--- config.mk ---
export PLATFORM = sky130hd
export DESIGN_NAME = xc_malu_issue
export DESIGN_NICKNAME = d
export VERILOG_FILES = /design/src/rtl/xc_malu_pkg.sv /design/src/rtl/xc_malu_issue_decode.sv /design/src/rtl/xc_malu_issue.sv
export SDC_FILE = /design/constraint.sdc
export NUM_CORES = 1
export LEC_CHECK = 0
export BUFFER_PORTS_ARGS = -buffer_cell sky130_fd_sc_hd__buf_2
export CAP_MARGIN = 30
export CORE_AREA = 2 2 156 158
export CTS_CLUSTER_DIAMETER = 120
export DETAILED_ROUTE_END_ITERATION = 16
export DIE_AREA = 0 0 158 160
export PLACE_DENSITY = 0.72
export SYNTH_ARGS = -nofsm -noshare
export SYNTH_HDL_FRONTEND = slang
export SYNTH_SLANG_ARGS = --single-unit
--- constraint.sdc ---
create_clock -name clock -period 2.7 [get_ports clock]
set_input_delay 0 -clock clock [delete_from_list [all_inputs] [get_ports clock]]
set_output_delay 0 -clock clock [all_outputs]
set_load 0.02 [all_outputs]
--- src/rtl/xc_malu_pkg.sv ---
// Shared definitions for the multi-cycle ALU issue stage.
// Contents:
//   op_e        - 4-bit request operation code (15 is reserved/illegal)
//   UOP_*       - bit positions inside the 14-bit one-hot micro-op vector
//   PW_*        - request pack-width codes (0=32 .. 4=2 bits per lane)
//   sel_e       - which 32-bit window of the 64-bit ALU result is returned
//   op_info()   - op -> {uop, word select, packed flag, legal flag} table
//   select_word - applies a word select to a 64-bit ALU result
package xc_malu_pkg;

  typedef enum logic [3:0] {
    OP_DIV      = 4'd0,
    OP_DIVU     = 4'd1,
    OP_REM      = 4'd2,
    OP_REMU     = 4'd3,
    OP_MUL      = 4'd4,
    OP_MULH     = 4'd5,
    OP_MULHU    = 4'd6,
    OP_MULHSU   = 4'd7,
    OP_CLMUL    = 4'd8,
    OP_CLMULH   = 4'd9,
    OP_CLMULR   = 4'd10,
    OP_PMUL_L   = 4'd11,
    OP_PMUL_H   = 4'd12,
    OP_PCLMUL_L = 4'd13,
    OP_PCLMUL_H = 4'd14,
    OP_ILLEGAL  = 4'd15
  } op_e;

  localparam int UOP_W = 14;

  // CLMUL and CLMULH read the two halves of the same carry-less product,
  // so they share one micro-op; every other op has its own bit.
  localparam int UOP_DIV      = 0;
  localparam int UOP_DIVU     = 1;
  localparam int UOP_REM      = 2;
  localparam int UOP_REMU     = 3;
  localparam int UOP_MUL      = 4;
  localparam int UOP_MULH     = 5;
  localparam int UOP_MULHU    = 6;
  localparam int UOP_MULHSU   = 7;
  localparam int UOP_CLMUL    = 8;
  localparam int UOP_CLMULR   = 9;
  localparam int UOP_PMUL_L   = 10;
  localparam int UOP_PMUL_H   = 11;
  localparam int UOP_PCLMUL_L = 12;
  localparam int UOP_PCLMUL_H = 13;

  localparam int PW_W = 5;
  localparam logic [2:0] PW_32  = 3'd0;
  localparam logic [2:0] PW_16  = 3'd1;
  localparam logic [2:0] PW_8   = 3'd2;
  localparam logic [2:0] PW_4   = 3'd3;
  localparam logic [2:0] PW_2   = 3'd4;
  localparam logic [2:0] PW_MAX = PW_2;

  typedef enum logic [1:0] {
    SEL_LO  = 2'd0,
    SEL_HI  = 2'd1,
    SEL_MID = 2'd2
  } sel_e;

  typedef struct packed {
    logic [UOP_W-1:0] uop;
    sel_e             sel;
    logic             is_packed;
    logic             legal;
  } op_info_t;

  function automatic op_info_t op_info(input logic [3:0] op);
    op_info_t info;
    info.uop       = '0;
    info.sel       = SEL_LO;
    info.is_packed = 1'b0;
    info.legal     = 1'b1;
    case (op)
      OP_DIV:      begin info.uop[UOP_DIV]      = 1'b1; info.sel = SEL_LO;  end
      OP_DIVU:     begin info.uop[UOP_DIVU]     = 1'b1; info.sel = SEL_LO;  end
      OP_REM:      begin info.uop[UOP_REM]      = 1'b1; info.sel = SEL_HI;  end
      OP_REMU:     begin info.uop[UOP_REMU]     = 1'b1; info.sel = SEL_HI;  end
      OP_MUL:      begin info.uop[UOP_MUL]      = 1'b1; info.sel = SEL_LO;  end
      OP_MULH:     begin info.uop[UOP_MULH]     = 1'b1; info.sel = SEL_HI;  end
      OP_MULHU:    begin info.uop[UOP_MULHU]    = 1'b1; info.sel = SEL_HI;  end
      OP_MULHSU:   begin info.uop[UOP_MULHSU]   = 1'b1; info.sel = SEL_HI;  end
      OP_CLMUL:    begin info.uop[UOP_CLMUL]    = 1'b1; info.sel = SEL_LO;  end
      OP_CLMULH:   begin info.uop[UOP_CLMUL]    = 1'b1; info.sel = SEL_HI;  end
      OP_CLMULR:   begin info.uop[UOP_CLMULR]   = 1'b1; info.sel = SEL_MID; end
      OP_PMUL_L:   begin info.uop[UOP_PMUL_L]   = 1'b1; info.sel = SEL_LO;  info.is_packed = 1'b1; end
      OP_PMUL_H:   begin info.uop[UOP_PMUL_H]   = 1'b1; info.sel = SEL_HI;  info.is_packed = 1'b1; end
      OP_PCLMUL_L: begin info.uop[UOP_PCLMUL_L] = 1'b1; info.sel = SEL_LO;  info.is_packed = 1'b1; end
      OP_PCLMUL_H: begin info.uop[UOP_PCLMUL_H] = 1'b1; info.sel = SEL_HI;  info.is_packed = 1'b1; end
      default:     info.legal = 1'b0;
    endcase
    return info;
  endfunction

  function automatic logic [31:0] select_word(input sel_e sel, input logic [63:0] result);
    logic [31:0] word;
    case (sel)
      SEL_HI:  word = result[63:32];
      SEL_MID: word = result[62:31];
      default: word = result[31:0];
    endcase
    return word;
  endfunction

endpackage

--- src/rtl/xc_malu_issue_decode.sv ---
// Combinational op/pack-width decode for the ALU issue stage.
// Ports:
//   op, pw      - raw request op code and pack-width code
//   rs1, rs2    - request operands (for the divide-by-zero bypass)
//   uop         - one-hot micro-op
//   pw_oh       - one-hot pack width {pw_2,pw_4,pw_8,pw_16,pw_32}
//   sel         - word select (sel_e encoding)
//   illegal     - reserved op, or packed op with an out-of-range width
//   bypass      - divide/remainder by zero, answered without the ALU
//   bypass_rd   - result word for the bypass case
module xc_malu_issue_decode
  import xc_malu_pkg::*;
(
  input  logic [3:0]       op,
  input  logic [2:0]       pw,
  input  logic [31:0]      rs1,
  input  logic [31:0]      rs2,
  output logic [UOP_W-1:0] uop,
  output logic [PW_W-1:0]  pw_oh,
  output logic [1:0]       sel,
  output logic             illegal,
  output logic             bypass,
  output logic [31:0]      bypass_rd
);

  op_info_t info;
  logic     div_by_zero;

  always_comb begin
    info        = op_info(op);
    uop         = info.uop;
    sel         = info.sel;
    illegal     = !info.legal || (info.is_packed && (pw > PW_MAX));
    // Scalar ops always run at full word width whatever pw says.
    pw_oh       = info.is_packed ? (5'b00001 << pw) : 5'b00001;
    div_by_zero = (rs2 == 32'd0);
    bypass      = 1'b0;
    bypass_rd   = 32'd0;
    case (op)
      OP_DIV, OP_DIVU: begin
        bypass    = div_by_zero;
        bypass_rd = 32'hFFFF_FFFF;
      end
      OP_REM, OP_REMU: begin
        bypass    = div_by_zero;
        bypass_rd = rs1;
      end
      default: ;
    endcase
  end

endmodule

--- src/rtl/xc_malu_issue.sv ---
// Issue/response sequencer in front of a multi-cycle ALU.
// Accepts one request at a time, either answers it locally (illegal op,
// divide by zero) or launches it on the ALU, waits for completion with a
// timeout, and holds the selected result word until it is consumed.
// Ports:
//   clock, reset          - clock and synchronous active-high reset
//   flush                 - abandon the in-flight operation
//   req_*                 - request handshake, op, pack width, operands
//   rsp_*                 - response handshake, result word, error flag
//   malu_valid/flush      - start strobe and flush to the ALU
//   malu_uop/pw/rs1..3    - held micro-op, width and operands to the ALU
//   malu_result/ready     - ALU result and completion
//
// state | meaning
// IDLE  | ready for a request
// ISSUE | one-cycle start strobe to the ALU
// WAIT  | waiting for malu_ready, timeout counter running
// RESP  | response presented until consumed
module xc_malu_issue
  import xc_malu_pkg::*;
#(
  parameter int TIMEOUT = 80
) (
  input  logic             clock,
  input  logic             reset,
  input  logic             flush,
  input  logic             req_valid,
  output logic             req_ready,
  input  logic [3:0]       req_op,
  input  logic [2:0]       req_pw,
  input  logic [31:0]      req_rs1,
  input  logic [31:0]      req_rs2,
  input  logic [31:0]      req_rs3,
  output logic             rsp_valid,
  input  logic             rsp_ready,
  output logic [31:0]      rsp_rd,
  output logic             rsp_err,
  output logic             malu_valid,
  output logic             malu_flush,
  output logic [UOP_W-1:0] malu_uop,
  output logic [PW_W-1:0]  malu_pw,
  output logic [31:0]      malu_rs1,
  output logic [31:0]      malu_rs2,
  output logic [31:0]      malu_rs3,
  input  logic [63:0]      malu_result,
  input  logic             malu_ready
);

  localparam int CNT_W = (TIMEOUT > 1) ? $clog2(TIMEOUT) : 1;
  localparam logic [CNT_W-1:0] CNT_LAST = CNT_W'(TIMEOUT - 1);

  typedef enum logic [1:0] {
    S_IDLE  = 2'd0,
    S_ISSUE = 2'd1,
    S_WAIT  = 2'd2,
    S_RESP  = 2'd3
  } state_e;

  state_e           state;
  logic [CNT_W-1:0] cnt;
  logic [UOP_W-1:0] uop_q;
  logic [PW_W-1:0]  pw_q;
  logic [1:0]       sel_q;
  logic [31:0]      rs1_q, rs2_q, rs3_q;
  logic [31:0]      rd_q;
  logic             err_q;

  logic [UOP_W-1:0] dec_uop;
  logic [PW_W-1:0]  dec_pw;
  logic [1:0]       dec_sel;
  logic             dec_illegal, dec_bypass;
  logic [31:0]      dec_bypass_rd;

  xc_malu_issue_decode u_decode (
    .op        (req_op),
    .pw        (req_pw),
    .rs1       (req_rs1),
    .rs2       (req_rs2),
    .uop       (dec_uop),
    .pw_oh     (dec_pw),
    .sel       (dec_sel),
    .illegal   (dec_illegal),
    .bypass    (dec_bypass),
    .bypass_rd (dec_bypass_rd)
  );

  logic active;
  logic timeout_hit;

  // ALU-facing fields are only visible while the ALU owns the operation.
  assign active      = !reset && ((state == S_ISSUE) || (state == S_WAIT));
  // A completing ALU in the last WAIT cycle beats the timeout.
  assign timeout_hit = (state == S_WAIT) && (cnt == CNT_LAST) && !malu_ready;

  assign req_ready  = !reset && !flush && (state == S_IDLE);
  assign rsp_valid  = !reset && !flush && (state == S_RESP);
  assign malu_valid = !reset && !flush && (state == S_ISSUE);
  assign malu_flush = reset || flush || timeout_hit;
  assign malu_uop   = active ? uop_q : '0;
  assign malu_pw    = active ? pw_q  : '0;
  assign malu_rs1   = active ? rs1_q : '0;
  assign malu_rs2   = active ? rs2_q : '0;
  assign malu_rs3   = active ? rs3_q : '0;
  assign rsp_rd     = rd_q;
  assign rsp_err    = err_q;

  always_ff @(posedge clock) begin
    if (reset) begin
      state <= S_IDLE;
      cnt   <= '0;
      uop_q <= '0;
      pw_q  <= '0;
      sel_q <= '0;
      rs1_q <= '0;
      rs2_q <= '0;
      rs3_q <= '0;
      rd_q  <= '0;
      err_q <= 1'b0;
    end else if (flush) begin
      state <= S_IDLE;
      cnt   <= '0;
    end else begin
      case (state)
        S_IDLE: begin
          if (req_valid) begin
            uop_q <= dec_uop;
            pw_q  <= dec_pw;
            sel_q <= dec_sel;
            rs1_q <= req_rs1;
            rs2_q <= req_rs2;
            rs3_q <= req_rs3;
            if (dec_illegal) begin
              rd_q  <= '0;
              err_q <= 1'b1;
              state <= S_RESP;
            end else if (dec_bypass) begin
              rd_q  <= dec_bypass_rd;
              err_q <= 1'b0;
              state <= S_RESP;
            end else begin
              rd_q  <= '0;
              err_q <= 1'b0;
              state <= S_ISSUE;
            end
          end
        end
        S_ISSUE: begin
          cnt   <= '0;
          state <= S_WAIT;
        end
        S_WAIT: begin
          if (malu_ready) begin
            rd_q  <= select_word(sel_e'(sel_q), malu_result);
            err_q <= 1'b0;
            state <= S_RESP;
          end else if (cnt == CNT_LAST) begin
            rd_q  <= '0;
            err_q <= 1'b1;
            state <= S_RESP;
          end else begin
            cnt <= cnt + 1'b1;
          end
        end
        S_RESP: begin
          if (rsp_ready) state <= S_IDLE;
        end
        default: state <= S_IDLE;
      endcase
    end
  end

endmodule

After elaboration in Yosys (flattened, before gate mapping)
Cells that the tools add are included.
{"block": "totals", "regBits": 159, "latchBits": 0, "mem_bits_rw": 0, "rom_bits": 0, "in_bits": 173, "out_inout_bits": 152, "wordCells": 119, "memories": 0}
{"block": "classes", "add_sub_neg": 1, "n_mul": 0, "div": 0, "n_lt_le_gt_ge": 1, "eq_ne": 25, "n_shift": 1, "muxes": 47, "bitwise": 1, "reduce_logical": 33}
{"operator": "$mux 32", "n": 8}
{"operator": "$pmux 32 s2", "n": 3}
{"operator": "$logic_not 32->1", "n": 1}
{"operator": "$eq 4x4->1 const B", "n": 7}
{"operator": "$mux 1", "n": 21}
{"operator": "$eq 4x3->1 const B", "n": 4}
{"operator": "$reduce_or 15->1", "n": 1}
{"operator": "$mux 14", "n": 1}
{"operator": "$mux 7", "n": 2}
{"operator": "$pmux 7 s2", "n": 1}
{"operator": "$mux 2", "n": 6}
{"operator": "$mux 5", "n": 2}
{"operator": "$reduce_and 3->1", "n": 3}
{"operator": "$eq 4x2->1 const B", "n": 2}
{"operator": "$logic_and 1x1->1", "n": 8}
{"operator": "$ne 2x2->1 const B", "n": 4}
{"operator": "$pmux 2 s4", "n": 1}
{"operator": "$reduce_or 2->1", "n": 4}
{"operator": "$reduce_or 4->1", "n": 2}
{"operator": "$reduce_or 8->1", "n": 1}
{"operator": "$add 7x1->7 const B", "n": 1}
{"operator": "$eq 7x7->1 const B", "n": 1}
{"operator": "$eq 2x2->1 const B", "n": 3}
{"operator": "$shl 1x3->5 const A", "n": 1}
{"operator": "other kinds (13)", "n": 21}

Longest topological paths before layout
Gate-level depths: netlist (run 1).
{"block": "depth", "depth_word": 8, "depth_mapped": 9, "mapped_depth_nobuf": 7}

Cells and area by module
From an unflattened synthesis (run 1), not the netlist that was laid out.
{"block": "hier_totals", "hier_cells": 1085, "area_unflattened_um2": 8150.3}
{"mod": "xc_malu_issue", "instances": 1, "cells_each": 960, "area_per_inst_um2": 7511.0, "seq_area_each_um2": 3183.1}
{"mod": "xc_malu_issue_decode", "instances": 1, "cells_each": 125, "area_per_inst_um2": 639.4, "seq_area_each_um2": 0.0}

Worst setup path after synthesis (run 1)
Ideal clock, no wire load.
{"block": "synth_timing", "path_kind": "flip-flop to flip-flop", "from": "register state[0]", "to": "register rd_q[10], in the netlist rsp_rd[10]", "setup_time_ns": 0.081, "arrival_ns": 1.816, "required_ns": 2.619, "path_slack_ns": 0.803, "stages_incl_launch_ff": 9, "n_path_buf": 1, "period_less_slack_ns": 1.897, "cell_sequence": "dfxtp_1 -> inv_1 -> ha_1 -> nand2b_1 -> a21o_4 -> a31oi_2 -> clkbuf_1 -> nor2_1 -> a211oi_2"}
{"block": "synth_between", "elab_chain_cells": 3, "word_cells_on_any_way": 7, "cone_classes": "eq/ne: 3; mux: 1; reduce/logical: 3"}
{"item": "start, declared", "line_no": "xc_malu_issue.sv:59", "text": "state_e state;"}
{"item": "start signal, assigned", "line_no": "xc_malu_issue.sv:109", "text": "state <= S_IDLE;"}
{"item": "start signal, assigned", "line_no": "xc_malu_issue.sv:120", "text": "state <= S_IDLE;"}
{"item": "start signal, assigned", "line_no": "xc_malu_issue.sv:135", "text": "state <= S_RESP;"}
{"item": "$eq 2x2->1 or $logic_not 2->1 (tied branches)", "line_no": "xc_malu_issue.sv:123", "text": "case (state)"}
{"item": "$ne 3x2->1 (no line), or another cell as far along"}
{"item": "$reduce_and 4->1 (no line)"}
{"item": "end signal, assigned", "line_no": "xc_malu_issue.sv:137", "text": "rd_q <= dec_bypass_rd;"}
{"item": "end signal, assigned", "line_no": "xc_malu_issue.sv:153", "text": "rd_q <= select_word(sel_e'(sel_q), malu_result);"}
{"item": "end, declared", "line_no": "xc_malu_issue.sv:65", "text": "logic [31:0] rd_q;"}
Several ways; a longest one is shown, not always the timed one.
A chain may end at the register's enable or synchronous reset.

Worst setup path in the final report (run 1)
{"block": "layout_timing", "from": "register state[1]", "to": "register rs1_q[2]"}
{"block": "layout_between", "elab_chain_cells": 2}
{"item": "$logic_not 2->1", "line_no": "xc_malu_issue.sv:123"}
{"item": "$reduce_and 3->1 (no line)"}
{"item": "end signal, assigned", "line_no": "xc_malu_issue.sv:129", "text": "rs1_q <= req_rs1;"}
{"item": "end, declared", "line_no": "xc_malu_issue.sv:64", "text": "logic [31:0] rs1_q, rs2_q, rs3_q;"}
No other way between the ends.

==> flow_metrics.env, run 1 <==
export IMPL_drv_slew=0
export IMPL_finalHoldViolCount=0
export IMPL_start_kind="register"
export IMPL_critical_path_class="register to register"
export IMPL_fin_tns_setup_ps=0
export IMPL_worstPathArrival_ps=2880
export IMPL_yosysSeqAreaShare_pct=38.9
export IMPL_die_area_um2=25300
export IMPL_min_period_ps=2520
export IMPL_n_fill_cell=2323
export IMPL_fin_ws_ps=177
export IMPL_fin_crit_sh_pct=93.5
export IMPL_clk_pin_slew_ps=70
export IMPL_grt_pass1_wl_um=47800
export IMPL_ys_warnings_count=0
export IMPL_synth_edf_count=0
export IMPL_area_growth_pct=44.4
export IMPL_power_w=0.00625
export IMPL_worstPathRequired_ps=3060
export IMPL_post_dp_hpwl_um=20600
export IMPL_ys_top_cells_by_area="dfxtp_1, nand2_1, and2_1"
export IMPL_synthArstFlopShare_pct=0
export IMPL_cpMostUsedCell="nand2_1"
export IMPL_synth_avg_cell_area_um2=7.83
export IMPL_peakVddDrop_mv=0.322
export IMPL_antenna_found_initial=2
export IMPL_initial_core_util_pct=34.4
export IMPL_post_cts_resized=0
export IMPL_die_h_um=160
export IMPL_grt_pass1_vias=9030
export IMPL_slowest_delay_ps=560
export IMPL_routed_wl_um=31400
export IMPL_synth_largest_area_cell="dfxtp_1"
export IMPL_fp_row_count=57
export IMPL_top_level_ports=325
export IMPL_clock_skew_final_ps=13.3
export IMPL_drive_gt1_share_pct=31.3
export IMPL_core_area_um2=23800
export IMPL_drt_iter0_markers=868
export IMPL_cp_slowest_cell="dlygate4sd3_1"
export IMPL_htree_num_levels=4
export IMPL_cts_tree="done"
export IMPL_sw_frac_of_total_pct=28.3
export IMPL_setup_violations=0
export IMPL_syn_area_um2=8190
export IMPL_relSlewSlack_pct=42.2
export IMPL_worstRegToRegCells=8
export IMPL_min_path_type="input port to register"
export IMPL_port_buffers=324
export IMPL_synth_top_area_share_pct=38.9
export IMPL_end_kind="register"
export IMPL_power_density_nw_per_um2=528
export IMPL_wire_per_inst_um=17.7
export IMPL_clk_latency_ps=420
export IMPL_p_clk_share_pct=42.1
export IMPL_synth_cell_types=48
export IMPL_drtPass1Iterations=5
export IMPL_viasPerCell=5.20
export IMPL_status="complete, no violations"
export IMPL_synth_nets=1226
export IMPL_clockBufferDepth=2
export IMPL_post_cts_buffers=0
export IMPL_path_cells="inv_1 > ha_1 > nand2_1 > nor2_4 > buf_4 > nand2_1 > a21oi_1 > dlygate4sd3_1"
export IMPL_rsz0062_at_grt="no"
export IMPL_place_congestion=0.946
export IMPL_seq_power_share_pct=40.3
export IMPL_hold_depth=4
export IMPL_place_ws_ps=477
export IMPL_cts_root_buf="clkbuf_16"
export IMPL_vias=9215
export IMPL_worstPathMaxFanout=38
export IMPL_grt_overflow=0
export IMPL_cts_sinks=159
export IMPL_grt_start_max_net_pins=80
export IMPL_drv_cap=0
export IMPL_drc=0
export IMPL_combPwrFrac_pct=17.7
export IMPL_intPower_w=0.00448
export IMPL_p_leak_nw=5.07
export IMPL_synthFlopType="dfxtp_1"
export IMPL_ant_nets=0
export IMPL_max_slew_worst_pin_slew_ps=867
export IMPL_grtUsageTotal_pct=23.9
export IMPL_switchingPower_w=0.00177
export IMPL_die_w_um=158
export IMPL_nets=1613
export IMPL_synth_seq_cells=159
export IMPL_synthCells=1046
export IMPL_numCtsBuffers=17
export IMPL_fmax_mhz=396
-- layer usage --
metal | GRT usage, % | part of all wire (%) | up-vias
met2 | 39.4 | 48 | 379
met3 | 3.96 | 5.4 | 106
met5 | 0 | 0 | -
met4 | 12.9 | 4.8 | 0
met1 | 29.7 | 42 | 4370
li1 | - | - | 4360
-- power groups by stage --
stage,logic [W],registers (W),clock network [W]
after floorplan,0.000536,0.00259,0
after global placement,0.000941,0.00256,0
after detailed placement,0.000948,0.00256,0
after CTS,0.00108,0.00251,0.00268
after global routing,0.00119,0.00252,0.00276
final,0.00110,0.00251,0.00263
-- critical path, delay by kind of cell (launching register included) --
kind	cells	cell delay [ps]
AOI/OAI and AO/OA	1	150
adders and majority gates	1	310
buffers and inverters	3	1070
DFF	1	340
and+or+nand+nor	3	580
-- cells by family after synthesis --
kind of cell	after synthesis	share of synthesized area, %
flops	159	38.9
xor+xnor	6	0.642
buf+inv	105	6.11
compound gates	304	26.4
fa+ha+maj	7	1.07
simple gates	465	26.9
-- final timing paths --
path	startpoint	end	slack (ps)
worst min register to register	uop_q[11]	uop_q[11]	450
worst max register to register	state[1]	rs1_q[2]	180
worst max-delay path	state[1]	rs1_q[2]	180
worst min-delay path	rsp_ready	state[0]	80
-- layout make-up --
cell class,count,area [µm²],share of cell area (%)
multi-input combinational,783,4550,38.4
inverter,11,41.3,0.349
clock buffer,17,425,3.60
sequential,159,3180,26.9
antenna,2,5.00,0.0423
tap,324,405,3.43
clock inverter,15,208,1.76
timing repair buffer,461,3010,25.5
-- metrics by stage --
stage,hold slack (ps),std cells,instance area (µm²),util [%]
floorplan,136,1046,8190,-
finish,76.6,1772,11800,49.6
global placement,242,1621,10000,42.1
global route,74.7,1772,11800,49.6
detailed placement,248,1621,10000,42.1
CTS,60.3,1769,11800,49.6
-- cell usage after synthesis, types with 2 or more instances --
master	count
nand4_1	8
o22ai_1	3
a211oi_1	4
buf_6	7
nand4b_1	2
a221oi_1	33
nor4_2	4
a211oi_2	30
xnor2_1	2
clkbuf_8	3
a21oi_1	118
ha_1	7
inv_1	10
nand3_1	13
nand4bb_1	2
dfxtp_1	159
and3_1	3
o211ai_1	3
a21boi_1	2
nand2_1	221
dlygate4sd1_1	2
o21ai_1	3
o22ai_2	30
nor2b_1	4
nor4_1	4
xor2_1	4
o21ai_0	68
nor2_1	80
and2_1	119
buf_2	8
clkbuf_1	73
-- registers in the layout, indices dropped and copies added, names as in the netlist --
register	cells
rs1_q	32
pw_q	5
sel_q	2
rs2_q	32
uop_q	14
rsp_rd	32
rsp_err	1
rs3_q	32
state	2
cnt	7
-- repair_timing --
item / in CTS / in global routing
hold buffers: 116 / 0
hold endpoints to repair: 142 / 0
endpoints found under the setup margin: 0 / 6
-- cells in the final DEF (no fill, tap or decap), types with 4 or more instances in the layout --
master	synthesis	routed
nor2_1	80	78
nand4_1	8	8
xor2_1	4	4
and2_1	119	119
ha_1	7	7
a211oi_1	4	4
inv_1	10	10
bufinv_16	0	4
buf_12	0	5
clkbuf_16	0	17
buf_2	8	323
nand3_1	13	13
a221oi_1	33	33
nor4_2	4	4
a21oi_1	118	118
dlygate4sd3_1	0	116
nand2_1	221	220
o22ai_2	30	30
buf_4	1	16
dfxtp_1	159	159
o21ai_0	68	68
nor2b_1	4	4
a211oi_2	30	30
nor4_1	4	4
(Power assumes the default switching activity.)
==> inputs of run 2 (changes only) <==
==> constraint.sdc (replaced) <==
create_clock -name clock -period 2.4 [get_ports clock]
set_input_delay 0 -clock clock [delete_from_list [all_inputs] [get_ports clock]]
set_output_delay 0 -clock clock [all_outputs]
set_load 0.02 [all_outputs]
==> run 2 against run 1 <==
Net effect:
- count of clock-buffer cells in the layout increased by 2
- sequential share of layout area increased by 0.051 points
- non-clock buffer count decreased by 7
- die area unchanged
- sequential cell count unchanged
- design area decreased by 0.19%
- clock skew decreased by 1.7 ps
- critical path depth decreased by 1
- first-iteration DRC count increased by 15%
- critical path type is now register to primary output
- critical endpoint is now malu_rs1[10]
==> flow_metrics.env, run 2 (same netlist as run 1, synthesis figures left out) <==
export IMPL_grt_pass1_vias=8782
export IMPL_path_cells="inv_1 > ha_2 > inv_2 > nor2_4 > buf_12 > and2_1 > buf_2"
export IMPL_nets=1605
export IMPL_layout_commonest_cell="buf_2"
export IMPL_place_ws_ps=267
export IMPL_worstReg2RegEnd="rsp_rd[31]"
export IMPL_routed_wl_um=31200
export IMPL_hold_end="uop_q[8]"
export IMPL_initial_core_util_pct=34.4
export IMPL_worstPathArrival_ps=2240
export IMPL_numCtsBuffers=17
export IMPL_core_area_um2=23800
export IMPL_vias=9233
export IMPL_whs_ps=28.3
export IMPL_antenna_found_initial=0
export IMPL_fin_ws_ps=164
export IMPL_clock_skew_final_ps=11.6
export IMPL_finalHoldViolCount=0
export IMPL_cp_slowest_cell="ha_2"
export IMPL_port_buffers=324
export IMPL_place_congestion=0.927
export IMPL_rsz0062_at_grt="no"
export IMPL_power_density_nw_per_um2=587
export IMPL_end_kind="primary output"
export IMPL_hp_start="flush"
export IMPL_final_cells=1760
export IMPL_grt_start_max_net_pins=84
export IMPL_status="complete, no violations"
export IMPL_ant_nets=0
export IMPL_post_dp_hpwl_um=20600
export IMPL_worstPathMaxFanout=42
export IMPL_clk_latency_ps=420
export IMPL_relSlewSlack_pct=48.1
export IMPL_clockBufferDepth=2
export IMPL_drtPass1Iterations=6
export IMPL_clk_pin_slew_ps=70
export IMPL_htree_num_levels=4
export IMPL_fin_crit_sh_pct=93.2
export IMPL_area_growth_pct=44.1
export IMPL_drc=0
export IMPL_p_leak_nw=5.04
export IMPL_die_w_um=158
export IMPL_drt_iter0_markers=1000
export IMPL_antenna_cells=0
export IMPL_rr_startpoint="state[1]"
export IMPL_fmax_mhz=447
export IMPL_cts_sinks=159
export IMPL_fp_row_count=57
export IMPL_multi_input_comb_area_um2=4540
export IMPL_fin_tns_setup_ps=0
export IMPL_grtUsageTotal_pct=23.6
export IMPL_dp_cells=1622
export IMPL_peakVddDrop_mv=0.421
export IMPL_layout_common_cells="buf_2, nand2_1, dfxtp_1"
export IMPL_max_slew_worst_pin_slew_ps=778
export IMPL_min_period_ps=2240
export IMPL_rrSetupSlack_ps=310
export IMPL_cts_tree="done"
export IMPL_worstRegToRegCells=8
export IMPL_min_path_type="input port to register"
export IMPL_drv_cap=0
export IMPL_regArea_um2=3180
export IMPL_drive_gt1_share_pct=31.5
export IMPL_viasPerCell=5.25
export IMPL_start_kind="register"
export IMPL_wire_per_inst_um=17.7
export IMPL_power_w=0.00693
export IMPL_worstPathRequired_ps=2400
export IMPL_n_fill_cell=2271
export IMPL_die_h_um=160
export IMPL_grt_pass1_wl_um=47000
export IMPL_grt_overflow=0
export IMPL_hold_depth=4
export IMPL_top_level_ports=325
export IMPL_drv_slew=0
export IMPL_die_area_um2=25300
export IMPL_slowest_delay_ps=420
export IMPL_critical_path_class="register to primary output"
export IMPL_setup_violations=0
export IMPL_cts_root_buf="clkbuf_16"
-- run 2: cell count changes in the layout (fill, tap and decap cells not counted), sizes merged, moves of 2 or more --
cell         before  now
buf             345  347
clkinvlp          3    1
clkbuf           17   20
diode             2    0
dlygate4sd3     116  106
inv              15   12
-- run 2: per-layer routing --
layer | track usage [%] | up-vias | share of wire, %
met5 | 0 | - | 0
met2 | 38.8 | 441 | 48
met4 | 9.95 | 0 | 4.0
li1 | - | 4341 | -
met3 | 5.24 | 96 | 6.8
met1 | 29.7 | 4355 | 42
-- run 2: critical path: cells and delay by family, from the launching register on --
kind                       cells  cell delay, ps
and+or+nand+nor                2             390
DFF                            1             390
adders and majority gates      1             420
buffers and inverters          4             610
-- run 2: worst max path at each step --
stage              from      endpoint  slack, ps
2_1_floorplan  state[0]    rsp_rd[10]        500
3_3_place_gp   state[0]     rsp_rd[0]        380
3_5_place_dp   state[0]    rsp_rd[31]        270
4_1_cts        state[1]   malu_rs1[3]         70
5_1_grt        state[1]  malu_rs1[10]         30
6_report       state[1]  malu_rs1[10]        160
-- run 2: through the flow --
step | util [%] | instance area [µm²]
3_5_place_dp | 42.3 | 10100
5_1_grt | 49.5 | 11800
4_1_cts | 49.3 | 11700
3_3_place_gp | 42.3 | 10100
6_report | 49.5 | 11800
2_1_floorplan | - | 8190
-- run 2: area by class of cell --
| cell class | instances | area share [%] |
|---|---|---|
| multi-input combinational | 782 | 38.5 |
| sequential | 159 | 27.0 |
| timing repair buffer | 454 | 25.7 |
| clock buffer | 19 | 3.67 |
| tap | 324 | 3.44 |
| clock inverter | 11 | 1.40 |
| inverter | 11 | 0.350 |
-- run 2: timing repair --
| action | CTS | global route |
|---|---|---|
| hold buffers | 106 | 0 |
| hold endpoints to repair | 141 | 0 |
| setup buffers | 0 | 0 |
| setup endpoints to repair | 0 | 97 |
| gates resized for setup | 0 | 2 |
-- run 2: report_power, final --
part	total, W	switching, W	leakage, nW	internal, W
Combinational	0.00126	0.000730	3.45	0.000528
Sequential	0.00283	0.0000635	1.30	0.00277
Clock	0.00284	0.00111	0.293	0.00173
Total	0.00693	0.00191	5.04	0.00502
